**src/rtl/oc8051_ia_log_pkg.sv**
```systemverilog
// Shared constants and record layout for the illegal-access log.
// PROC0_IA is the source code the page table also uses for processor 0.
package oc8051_ia_log_pkg;

  localparam logic [15:0] OC8051_IA_LOG_BASE = 16'hffc8;

  localparam logic [2:0] OFF_STATUS  = 3'd0;
  localparam logic [2:0] OFF_ADDR_HI = 3'd1;
  localparam logic [2:0] OFF_ADDR_LO = 3'd2;
  localparam logic [2:0] OFF_PC_HI   = 3'd3;
  localparam logic [2:0] OFF_PC_LO   = 3'd4;
  localparam logic [2:0] OFF_SRC     = 3'd5;
  localparam logic [2:0] OFF_CTRL    = 3'd6;
  localparam logic [2:0] OFF_DROP    = 3'd7;

  localparam logic [2:0] PROC0_IA = 3'd5;

  localparam int ADDR_W = 16;
  localparam int PC_W   = 16;
  localparam int SRC_W  = 3;
  localparam int REC_W  = 40;

  typedef struct packed {
    logic [ADDR_W-1:0] addr;
    logic [PC_W-1:0]   pc;
    logic [SRC_W-1:0]  src;
    logic              rwn;
    logic [3:0]        pad;
  } ia_rec_t;

  function automatic logic [2:0] ia_src(input logic [2:0] port, input logic proc);
    if (port != 3'd0) return port;
    return proc ? 3'd0 : PROC0_IA;
  endfunction

endpackage

```
**src/rtl/oc8051_ia_fifo.sv**
```systemverilog
// Synchronous FIFO; a push together with a pop is accepted even when full.
module oc8051_ia_fifo #(
  parameter int DEPTH = 8,
  parameter int W     = 40,
  localparam int AW   = $clog2(DEPTH),
  localparam int CW   = AW + 1
) (
  input  logic          clk,
  input  logic          rst,
  input  logic          push,
  input  logic          pop,
  input  logic [W-1:0]  din,
  output logic [W-1:0]  dout,
  output logic          full,
  output logic          empty,
  output logic [CW-1:0] count
);

  logic [W-1:0]  mem [DEPTH];
  logic [AW-1:0] rd_ptr;
  logic [AW-1:0] wr_ptr;
  logic          do_push;
  logic          do_pop;

  assign empty   = (count == '0);
  assign full    = (count == CW'(DEPTH));
  assign do_pop  = pop && !empty;
  assign do_push = push && (!full || do_pop);
  assign dout    = mem[rd_ptr];

  always_ff @(posedge clk or negedge rst) begin
    if (!rst) begin
      rd_ptr <= '0;
      wr_ptr <= '0;
      count  <= '0;
    end else begin
      if (do_push) wr_ptr <= wr_ptr + AW'(1);
      if (do_pop)  rd_ptr <= rd_ptr + AW'(1);
      if (do_push && !do_pop)      count <= count + CW'(1);
      else if (do_pop && !do_push) count <= count - CW'(1);
    end
  end

  always_ff @(posedge clk) begin
    if (do_push) mem[wr_ptr] <= din;
  end

endmodule

```
**src/rtl/oc8051_ia_log.sv**
```systemverilog
// Logs every XRAM access denied by the page table into a FIFO and exposes
// the oldest record through an 8-byte privileged register window.
module oc8051_ia_log
  import oc8051_ia_log_pkg::*;
#(
  parameter int          DEPTH     = 8,
  parameter logic [15:0] BASE_ADDR = OC8051_IA_LOG_BASE
) (
  input  logic        clk,
  input  logic        rst,
  input  logic        xram_stb,
  input  logic        xram_wr,
  input  logic [15:0] xram_addr,
  input  logic [7:0]  xram_data_in,
  input  logic        wr_en,
  input  logic        rd_en,
  input  logic [2:0]  selected_port,
  input  logic        selected_proc,
  input  logic [15:0] dpc_ot,
  input  logic        priv_lvl,
  input  logic        log_stb,
  output logic        log_ack,
  output logic        log_addr_range,
  output logic [7:0]  log_data_out,
  output logic        ia_irq
);

  localparam int CW = $clog2(DEPTH) + 1;

  logic             viol, push_req, armed;
  logic             ctrl_wr, pop_req, clr_req;
  logic             push_ok, pop_ok, drop;
  logic             full, empty;
  logic [CW-1:0]    count, count_next;
  logic [4:0]       count5;
  logic [16:0]      rel;
  logic [2:0]       offset, src;
  logic             overflow, irq_en, irq_en_next;
  logic [7:0]       drop_cnt;
  ia_rec_t          rec_in, head;
  logic [REC_W-1:0] head_bits;

  assign viol     = xram_stb && ((xram_wr && !wr_en) || (!xram_wr && !rd_en));
  assign push_req = viol && armed;
  assign src      = ia_src(selected_port, selected_proc);

  // PC is only meaningful when the processor itself owns the bus.
  assign rec_in.addr = xram_addr;
  assign rec_in.pc   = (selected_port == 3'd0) ? dpc_ot : 16'h0000;
  assign rec_in.src  = src;
  assign rec_in.rwn  = xram_wr;
  assign rec_in.pad  = 4'b0;

  assign rel            = {1'b0, xram_addr} - {1'b0, BASE_ADDR};
  assign log_addr_range = (rel < 17'd8);
  assign offset         = rel[2:0];
  assign log_ack        = log_stb && log_addr_range;

  assign ctrl_wr = log_ack && xram_wr && priv_lvl && (offset == OFF_CTRL);
  assign pop_req = ctrl_wr && xram_data_in[0];
  assign clr_req = ctrl_wr && xram_data_in[1];

  assign pop_ok      = pop_req && !empty;
  assign push_ok     = push_req && (!full || pop_ok);
  assign drop        = push_req && !push_ok;
  assign count_next  = count + CW'(push_ok) - CW'(pop_ok);
  assign irq_en_next = ctrl_wr ? xram_data_in[2] : irq_en;

  oc8051_ia_fifo #(.DEPTH(DEPTH), .W(REC_W)) u_fifo (
    .clk   (clk),
    .rst   (rst),
    .push  (push_ok),
    .pop   (pop_ok),
    .din   (rec_in),
    .dout  (head_bits),
    .full  (full),
    .empty (empty),
    .count (count)
  );

  assign head   = ia_rec_t'(head_bits);
  assign count5 = 5'(count);

  // armed makes one stalled strobe produce exactly one record.
  always_ff @(posedge clk or negedge rst) begin
    if (!rst) begin
      armed    <= 1'b1;
      overflow <= 1'b0;
      drop_cnt <= 8'h00;
      irq_en   <= 1'b0;
      ia_irq   <= 1'b0;
    end else begin
      if (push_req)      armed <= 1'b0;
      else if (!xram_stb) armed <= 1'b1;
      if (clr_req)   overflow <= 1'b0;
      else if (drop) overflow <= 1'b1;
      if (clr_req)                       drop_cnt <= drop ? 8'h01 : 8'h00;
      else if (drop && drop_cnt != 8'hff) drop_cnt <= drop_cnt + 8'h01;
      irq_en <= irq_en_next;
      ia_irq <= irq_en_next && (count_next != '0);
    end
  end

  always_comb begin
    log_data_out = 8'h00;
    if (priv_lvl && log_addr_range) begin
      case (offset)
        OFF_STATUS:  log_data_out = {overflow, 2'b00, count5};
        OFF_ADDR_HI: log_data_out = empty ? 8'h00 : head.addr[15:8];
        OFF_ADDR_LO: log_data_out = empty ? 8'h00 : head.addr[7:0];
        OFF_PC_HI:   log_data_out = empty ? 8'h00 : head.pc[15:8];
        OFF_PC_LO:   log_data_out = empty ? 8'h00 : head.pc[7:0];
        OFF_SRC:     log_data_out = empty ? 8'h00 : {3'b000, head.rwn, 1'b0, head.src};
        OFF_CTRL:    log_data_out = {5'b00000, irq_en, 2'b00};
        default:     log_data_out = drop_cnt;
      endcase
    end
  end

endmodule

```
**config.mk**
```make
export PLATFORM = sky130hd
export DESIGN_NAME = oc8051_ia_log
export DESIGN_NICKNAME = d
export VERILOG_FILES = /design/src/rtl/oc8051_ia_log_pkg.sv /design/src/rtl/oc8051_ia_fifo.sv /design/src/rtl/oc8051_ia_log.sv
export SDC_FILE = /design/constraint.sdc
export NUM_CORES = 1
export LEC_CHECK = 0
export BUFFER_PORTS_ARGS = -buffer_cell sky130_fd_sc_hd__buf_2
export CORE_MARGIN = 5
export CORE_UTILIZATION = 24
export CTS_BUF_LIST = sky130_fd_sc_hd__clkbuf_4 sky130_fd_sc_hd__clkbuf_8
export DETAILED_ROUTE_END_ITERATION = 8
export PLACE_DENSITY = 0.39
export SYNTH_ARGS = -nofsm -noshare
export SYNTH_HDL_FRONTEND = slang
export SYNTH_HIERARCHICAL = 1
export SYNTH_SLANG_ARGS = --single-unit
```
**constraint.sdc**
```tcl
create_clock -name clk -period 8.3 [get_ports clk]
set_input_delay 0.415 -clock clk [delete_from_list [all_inputs] [get_ports clk]]
set_output_delay 0.415 -clock clk [all_outputs]
set_load 0.1 [all_outputs]
```
==> impl_summary.md <==
Floorplan
The floorplan step defined a die boundary enclosing ~59,000 sq um. Row generation in the floorplan step produced 85 rows. For this configuration, the core starts out at a cell density of 24.17%. The die width is 242.5 um.

Pin placement for this block handled 63 I/O pins. In this run the vertical extent of the chip is roughly 240 um. The core region area is 53,710 sq um.

Placed design
Routability-driven placement finished with a final weighted congestion of 0.7225. The HPWL after detailed placement is 18,470 um. The quantity of I/O buffers inserted on ports is 57. The post-placement cell count is between 1,000 and 1,500.

Drt
The number of detailed-route iterations in the first pass is 6. The count of nets left with antenna violations once routing finished came out at 0. The final routed DRC violation total is 0. The via count is 6,602. The total detailed-routing wirelength is 33,120 um. The routed length per instance is 21.91 um. For this block, the initial DRC count from the detailed router was between 400 and 500.

Using the TritonRoute via totals, the vias-per-cell ratio works out to around 4.4.

Final layout
From synthesis to final layout, the design area changed by 16.97%. The leading cell type in the layout, fill and taps excluded is edfxtp_1. The multi-input gate area in the final layout is 3603 sq um. The number of fill cells is 5,317.

The library cells used most frequently in the layout, excluding fill and tap cells, are edfxtp_1 (288), mux4_2 (72), clkbuf_8 (57), buf_2 (57), mux2_2 (45). After the last flow step, the layout net total stands at about 840. The fraction of final layout cells with drive strength greater than 1 is approximately 37%.

The finished layout holds about 1,500 standard cells, fillers aside. Across the whole layout, storage elements account for 9209 sq um.

Run status
The flow ran to the end, and the final reports show no timing, DRC or antenna violations.

Timing
The max-slew violation count is 0. Across the routed clock network, the largest skew measured is 0.03479 ns. The setup violation total in the final timing report is 0. The number of hold-slack violations in the final timing report came to 0. Based on the critical path, the design can be clocked at up to 203.2 MHz. Setup repair after global routing left no endpoint under its margin.

For the pin with the worst max-slew slack, the measured transition is about 0.83 ns. For the final routed database, the setup TNS stands at 0 ns. For the finished layout, the period the worst path requires is 4.922 ns. The worst slew slack as a fraction of its limit is 44.39%. The final critical-path share of the clock period is 59.30%.

Logic synthesis
The synthesized net count is 743. The yosys synthesis warning count is 6. Counting every instance in the synthesized netlist gives 679. The mapped netlist covers ~13,000 sq um. The post-synthesis area per instance is 19.11 sq um.

CTS
At the later pin of the worst-skew pair, clock insertion delay measures 0.63 ns. TritonCTS built the clock tree. The clock tree synthesis step divided the H-tree into 2 levels. The clock net in this run drives a total of just over 300 sinks. After clock tree synthesis, the clock-pin slew on the worst setup and hold paths is 0.06 ns. Buffers inserted during clock tree synthesis total between 50 and 60. CTS placed an instance of clkbuf_8 at the clock tree root.

The largest buffer count on any clock path is 3. The post-CTS setup repair buffer count is 0.

Global routing
The pin count of the biggest net entering global routing is 40. The via count of the first global-routing pass is roughly 7,200. The overall overflow remaining after global route is 0. The number of antenna violations at the first check in global routing is 2. The first global-routing pass estimated 49,500 um of wire.

The global-route usage over all layers is a little under an eighth.

Power
Internal power comes to 2661 uW. The part of the total power dissipated in combinational logic is 9.6%. In this run switching power makes up between 20% and 30% of total power. The maximum vdd ir drop is 0.00008255 V.

Dividing total power by cell area gives a power density of 234.2 nW/um^2. Summed over all nets, the switching power comes to between 800 and 900 uW. Of the total power, registers draw 53.1%. Per report_power, the clock group accounts for 37.2% of the total. The standby leakage power is 0.004857 uW.

Worst setup path
The data arrival time of the critical path is 4.51 ns. The kind of start point of the critical path is a register. The critical path is of the register to output port type.

STA puts the critical path data required time at 7.89 ns. The worst setup path is captured at an output port. The highest net fanout along the worst path is 34.

Worst hold path
The class of the tightest hold or removal check is primary input to register.

Job
Across the run, the number of max-cap violations was 0.
## layer usage
metal | up-vias | part of all wire (%) | routed length, um | GRT usage, %
met4 | 0 | 2.4 | 797 | 3.709
met1 | 3437 | 46 | 15280 | 15.47
met5 | - | 0 | 0 | 0
li1 | 2977 | - | - | -
met2 | 133 | 47 | 15490 | 18.04
met3 | 55 | 4.7 | 1554 | 2.659
## state kept, by name (all words and copies together), names as in the netlist
signal         cells
u_fifo/rd_ptr      3
u_fifo/count       4
overflow           1
drop_cnt           8
armed              1
ia_irq             1
u_fifo/wr_ptr      3
irq_en             1
u_fifo/mem       288
## repair_timing
| action | CTS | global route |
|---|---|---|
| endpoints found under the hold margin | 23 | 0 |
| resized for setup | 0 | 0 |
| hold buffers | 3 | 0 |
## power groups by stage
stage	registers (uW)	clock network, uW	logic (uW)
final	1890	1320	343
after global routing	1900	1470	385
after CTS	1890	1390	352
after detailed placement	1920	0	349
after global placement	1920	0	348
after floorplan	1890	0	223
## critical path, stage by stage, from the launching register on
cell	delay (ns)
dfrtp_4	0.91
buf_4	0.54
mux4_2	0.58
mux2_2	0.29
mux2_2	0.30
a22oi_1	0.19
o21ai_0	0.21
a221oi_1	0.39
nor3_1	0.14
buf_2	0.31
## metrics by stage
step	setup slack (ns)	instance area (sq um)	hold WS (ns)	total power [uW]	util (%)
2_1_floorplan	2.249	12980	0.1194	2116	-
3_3_place_gp	3.967	14140	0.4531	2268	26.33
3_5_place_dp	3.966	14140	0.4427	2270	26.33
4_1_cts	3.249	15180	0.01560	3629	28.26
5_1_grt	3.069	15180	0.06773	3756	28.26
6_report	3.378	15180	0.07708	3555	28.27
## worst paths after layout
path,startpoint,slack [ns],depth (start not counted),endpoint
setup / recovery,u_fifo/rd_ptr[0]$_DFFE_PN0P_,3.38,9,log_data_out[3]
hold reg to reg,armed$_DFFE_PN1P_,0.47,2,armed$_DFFE_PN1P_
setup reg to reg,u_fifo/count[1]$_DFFE_PN0P_,4.54,13,u_fifo/count[3]$_DFFE_PN0P_
hold / removal,xram_addr[7],0.08,1,u_fifo/mem[4][31]$_DFFE_PP_
max in group asynchronous,rst,7.54,2,u_fifo/rd_ptr[1]$_DFFE_PN0P_
min in group asynchronous,rst,0.31,2,ia_irq$_DFF_PN0_
## cell type report
class	instances	area share, %
antenna	2	0.03297
clock buffer	77	6.157
sequential	310	60.66
tap	696	5.736
multi-input combinational	319	23.74
clock inverter	18	0.4780
inverter	16	0.4286
timing repair buffer	74	2.769
No activity file was read; power rests on OpenSTA's default activity.
